--- src/rtl/pipe_pkg.sv ---
// Shared pipeline payload types and widths for the inter-stage registers.
package pipe_pkg;

  localparam int unsigned XLEN      = 32;
  localparam int unsigned REG_NUM_W = 5;

  typedef struct packed {
    logic [XLEN-1:0]      mem_out;
    logic [REG_NUM_W-1:0] rd_num;
    logic [XLEN-1:0]      alu_out;
    logic                 op_type;
  } mem_wb_t;

  typedef struct packed {
    logic [XLEN-1:0]      alu_out;
    logic [XLEN-1:0]      store_data;
    logic [REG_NUM_W-1:0] rd_num;
    logic                 mem_rd;
    logic                 mem_wr;
    logic                 op_type;
  } ex_mem_t;

  typedef struct packed {
    logic [XLEN-1:0]      rs1_val;
    logic [XLEN-1:0]      rs2_val;
    logic [XLEN-1:0]      imm;
    logic [REG_NUM_W-1:0] rd_num;
    logic [3:0]           alu_op;
    logic                 mem_rd;
    logic                 mem_wr;
    logic                 op_type;
  } id_ex_t;

  localparam int unsigned MEM_WB_W = $bits(mem_wb_t);
  localparam int unsigned EX_MEM_W = $bits(ex_mem_t);
  localparam int unsigned ID_EX_W  = $bits(id_ex_t);

endpackage

--- src/rtl/pipe_stage_reg_skid.sv ---
// Single skid entry (valid + payload) behind the main stage register.
module pipe_skid_buf
  import pipe_pkg::*;
#(
  parameter int unsigned DATA_W = MEM_WB_W
) (
  input  logic              i_clk,
  input  logic              i_rst_n,
  input  logic              i_flush,
  input  logic              i_load,
  input  logic              i_shift,
  input  logic [DATA_W-1:0] i_data,
  output logic              o_valid,
  output logic [DATA_W-1:0] o_data
);

  logic              r_valid;
  logic [DATA_W-1:0] r_data;

  always_ff @(posedge i_clk) begin
    if (!i_rst_n) begin
      r_valid <= 1'b0;
      r_data  <= '0;
    end else begin
      if (i_flush) begin
        r_valid <= 1'b0;
      end else if (i_load) begin
        r_valid <= 1'b1;
      end else if (i_shift) begin
        r_valid <= 1'b0;
      end
      if (i_load && !i_flush) begin
        r_data <= i_data;
      end
    end
  end

  assign o_valid = r_valid;
  assign o_data  = r_data;

endmodule

--- src/rtl/pipe_stage_reg.sv ---
// Flushable valid/ready pipeline stage register; define PIPE_STAGE_REG_SKID_EN to add a
// 2-entry skid buffer with a registered up_ready.
module pipe_stage_reg
  import pipe_pkg::*;
#(
  parameter int unsigned       DATA_W    = MEM_WB_W,
  parameter logic [DATA_W-1:0] RESET_VAL = '0
) (
  input  logic              i_clk,
  input  logic              i_rst_n,
  input  logic              i_flush,
  input  logic              i_up_valid,
  input  logic [DATA_W-1:0] i_up_data,
  output logic              up_ready,
  output logic              dn_valid,
  output logic [DATA_W-1:0] dn_data,
  input  logic              i_dn_ready,
  output logic [1:0]        occupancy
);

  logic              r_valid;
  logic [DATA_W-1:0] r_data;
  logic              w_acc;
  logic              w_send;
  logic              w_main_load;
  logic [DATA_W-1:0] w_main_din;
  logic              w_main_vld_d;

  assign w_acc  = i_up_valid & up_ready;
  assign w_send = r_valid & i_dn_ready;

`ifdef PIPE_STAGE_REG_SKID_EN
  logic              w_skid_valid;
  logic [DATA_W-1:0] w_skid_data;
  logic              w_skid_load;
  logic              w_skid_shift;

  pipe_skid_buf #(
    .DATA_W (DATA_W)
  ) u_skid (
    .i_clk   (i_clk),
    .i_rst_n (i_rst_n),
    .i_flush (i_flush),
    .i_load  (w_skid_load),
    .i_shift (w_skid_shift),
    .i_data  (i_up_data),
    .o_valid (w_skid_valid),
    .o_data  (w_skid_data)
  );

  // Skid valid only ever coexists with main valid, so it alone marks FULL.
  assign up_ready  = i_rst_n & ~w_skid_valid;
  assign occupancy = {w_skid_valid, r_valid & ~w_skid_valid};

  always_comb begin
    w_skid_load  = w_acc & r_valid & ~w_send;
    w_skid_shift = w_send & w_skid_valid;
    w_main_load  = w_skid_shift | (w_acc & (~r_valid | w_send));
    w_main_din   = w_skid_shift ? w_skid_data : i_up_data;
  end
`else
  assign up_ready  = i_rst_n & (~r_valid | i_dn_ready);
  assign occupancy = {1'b0, r_valid};

  always_comb begin
    w_main_load = w_acc;
    w_main_din  = i_up_data;
  end
`endif

  assign w_main_vld_d = w_main_load | (r_valid & ~w_send);

  always_ff @(posedge i_clk) begin
    if (!i_rst_n) begin
      r_valid <= 1'b0;
      r_data  <= RESET_VAL;
    end else if (i_flush) begin
      r_valid <= 1'b0;
    end else begin
      r_valid <= w_main_vld_d;
      if (w_main_load) begin
        r_data <= w_main_din;
      end
    end
  end

  assign dn_valid = r_valid;
  assign dn_data  = r_data;

endmodule
--- config.mk ---
export PLATFORM = sky130hd
export DESIGN_NAME = pipe_stage_reg
export DESIGN_NICKNAME = d
export VERILOG_FILES = /design/src/rtl/pipe_pkg.sv /design/src/rtl/pipe_stage_reg_skid.sv /design/src/rtl/pipe_stage_reg.sv
export SDC_FILE = /design/constraint.sdc
export NUM_CORES = 1
export LEC_CHECK = 0
export ABC_AREA = 1
export CAP_MARGIN = 10
export CORE_UTILIZATION = 37
export CTS_CLUSTER_DIAMETER = 200
export CTS_CLUSTER_SIZE = 12
export DETAILED_ROUTE_END_ITERATION = 6
export PLACE_DENSITY = 0.88
export SYNTH_ARGS = -nofsm -noshare
export SYNTH_HDL_FRONTEND = slang
export SYNTH_SLANG_ARGS = --single-unit
--- constraint.sdc ---
create_clock -name i_clk -period 1.05 [get_ports i_clk]
set_input_delay 0.105 -clock i_clk [delete_from_list [all_inputs] [get_ports i_clk]]
set_output_delay 0.105 -clock i_clk [all_outputs]
set_load 0.05 [all_outputs]
==> results.yml <==
run_status:
  status: "finished, violations left"
  violations: "setup timing"
cts:
  clk_latency_ps: 340
  cts_tree: "yes"
  hold_buffers: 0
  cts-buffers-inserted: 9
  clkSinkCount: 71
  htree_levels: 3
  clockRootBuffer: "clkbuf_8"
  clkTransAtPathRegs_ps: 80
  ctsLongestPathBuffers: 2
yosys:
  synth.distinct_cells: 15
  ys_ff_latch: 71
  yosysTopAreaCell: "dfxtp_1"
  avgSynthCellArea_um2: 6.782
  yosys-top-cells-area: "dfxtp_1 44%, nor2_1 17%, nand4_1 14%"
  netlist_area_um2: 3194
  yosysWarnings: 0
  syn-num-nets: 546
  synthCells: 471
  synth_top_area_frac: 0.4450
  seq_area_frac_synth: 0.4450
sta:
  fin_tns_setup_ps: -12080
  fin_ws_ps: -215.1
  max_freq_mhz: 790.5
  hold_viol: 0
  setup_viol: 73
  rsz0062_at_grt: "yes"
  fin_hold_ws_ps: 245.3
  slew_violations: 0
  finalCritPeriodShare: 1.205
  clock_skew_ps: 7.123
  finalCriticalPeriod_ps: 1265
floorplanning:
  rows: 33
  fp.coreArea_um2: 8299
  die_h_um: 94.92
  pin_count: 149
  dieArea_um2: 9009
  die_x_um: 94.92
  start_util: 0.3849
setup_path:
  setup.worst_path.end_class: "flip-flop"
  critPathRequiredTime_ps: 1320
  path_cells: "nand2_4, nand2_4, nor2_8, buf_12, buf_12, clkbuf_16, nor2_1, nor2_1"
  crit_type: "flip-flop to flip-flop"
  cp_max_fo: 8
  critPathLaunchType: "flip-flop"
  arrival_ps: 1540
  cp_slowest_cell: "dfxtp_4"
  critical_path.max_stage_delay_ps: 370
route:
  drtPass1Iterations: 4
  via_per_inst: 5.147
  drtIter0Drc: 181
  wirelength_mm: 13.26
  vias: 3845
  ant_nets: 0
  wl_per_cell_um: 17.75
  drcViolationCount: 0
place:
  dp_cells: 697
  hpwl_mm: 6.648
  gp_congestion: 0.7630
  numPortBuffers: 147
  placed_area_um2: 5497
final_layout:
  nets: 712
  drive_gt1_frac: 0.3302
  diodes: 0
  final_util: 0.8081
  seqCellArea_um2: 1449
  syn_to_final_growth_pct: 109.9
  fin_area_um2: 6706
  fillers: 471
  multi_input_area_um2: 1484
  fin_cells: 747
global_route:
  grt_antenna_before_repair: 0
  overflow: 0
  grt_use_total: 0.2732
  grt_pass1_wl_mm: 18.58
  grt_max_degree: 53
  grt_pass1_vias: 3772
power:
  p_per_area_nw_per_um2: 1189
  p_leak_nw: 3.055
  ir_drop_uv: 881.4
worst_hold_path:
  min_path_type: "input port to flip-flop"
run:
  maxCapViolations: 0
cell usage in the layout (no fill, tap or decap), types with 2 or more instances in the layout:
cell type / n
buf_12: 88
buf_16: 14
buf_2: 2
buf_4: 6
buf_6: 6
buf_8: 2
bufinv_16: 2
clkbuf_16: 4
clkbuf_8: 10
clkdlybuf4s50_1: 72
clkinv_2: 2
dfxtp_1: 51
dfxtp_2: 19
inv_1: 70
inv_2: 3
nand2_1: 70
nand2_4: 2
nand4_1: 70
nor2_1: 95
nor2_2: 34
nor2_4: 13
metrics by stage:
stage	total power, mW	setup WS (ps)
6_report	7.974	-215.1
5_1_grt	8.253	-261.7
4_1_cts	7.840	-181.7
3_5_place_dp	5.006	-410.2
3_3_place_gp	4.958	-326.3
2_1_floorplan	3.951	-63.88
synthesized netlist by cell type:
| library cell | instances |
|---|---|
| nor2_1 | 141 |
| nand2_1 | 72 |
| dfxtp_1 | 71 |
| inv_1 | 70 |
| nand4_1 | 70 |
| clkbuf_1 | 15 |
| buf_2 | 8 |
| buf_1 | 7 |
| buf_6 | 7 |
| inv_2 | 3 |
| a21oi_1 | 2 |
| buf_4 | 2 |
| conb_1 | 1 |
| nor2_4 | 1 |
| nor2_8 | 1 |
state kept, by name, summed over array words and instances, names as in the netlist:
| name | count |
|---|---|
| dn_valid | 1 |
| dn_data | 70 |
worst paths after layout:
path / to / from / slack (ps) / depth (start not counted)
worst max-delay path: dn_data[29] / dn_valid / -220 / 8
worst min-delay path: dn_valid / i_rst_n / 250 / 5
worst max register to register: dn_data[29] / dn_valid / -220 / 8
worst min register to register: dn_data[63] / dn_data[63] / 510 / 2
cell families (layout without fill, tap and decap cells):
| family | Yosys count | in the layout | synth area share |
|---|---|---|---|
| DFF | 71 | 71 | 0.4450 |
| other | 1 | 1 | 0.001174 |
| and+or+nand+nor | 285 | 285 | 0.3972 |
| buffers and inverters | 112 | 283 | 0.1535 |
| AOI/OAI and AO/OA | 2 | 2 | 0.003134 |
report_power, final:
| group | leakage, nW | switching, mW | internal (mW) |
|---|---|---|---|
| clock | 0.120 | 1.09 | 1.54 |
| sequential | 0.589 | 0.179 | 2.84 |
| combinational | 2.35 | 1.14 | 1.19 |
layout make-up:
cell class / instances / area share
clock buffers: 11 / 0.02425
clock inverters: 5 / 0.01157
inverters: 73 / 0.04086
multi-input cells: 288 / 0.2213
flip-flops and latches: 71 / 0.2160
well taps: 105 / 0.01959
repair buffers: 194 / 0.4664
worst max-delay path: cells and delay by family (launching register included):
kind / cells / cell delay [ps]
simple gates: 5 / 420
buf+inv: 3 / 420
flops: 1 / 370
routing by layer:
layer / GRT usage / vias up / wire length (µm)
li1: - / 1804 / -
met5: 0 / - / 0
met2: 0.4886 / 201 / 6879
met4: 0.1414 / 0 / 538
met1: 0.2991 / 1789 / 4799
met3: 0.06280 / 51 / 1038
repair_timing:
action | CTS | global route
setup endpoints to repair | 71 | 81
gates resized for setup | 54 | 58
pin swaps | 30 | 31
cloned | 16 | 3
setup buffers | 14 | 2
Note: power is estimated with default switching activity, not from simulation.
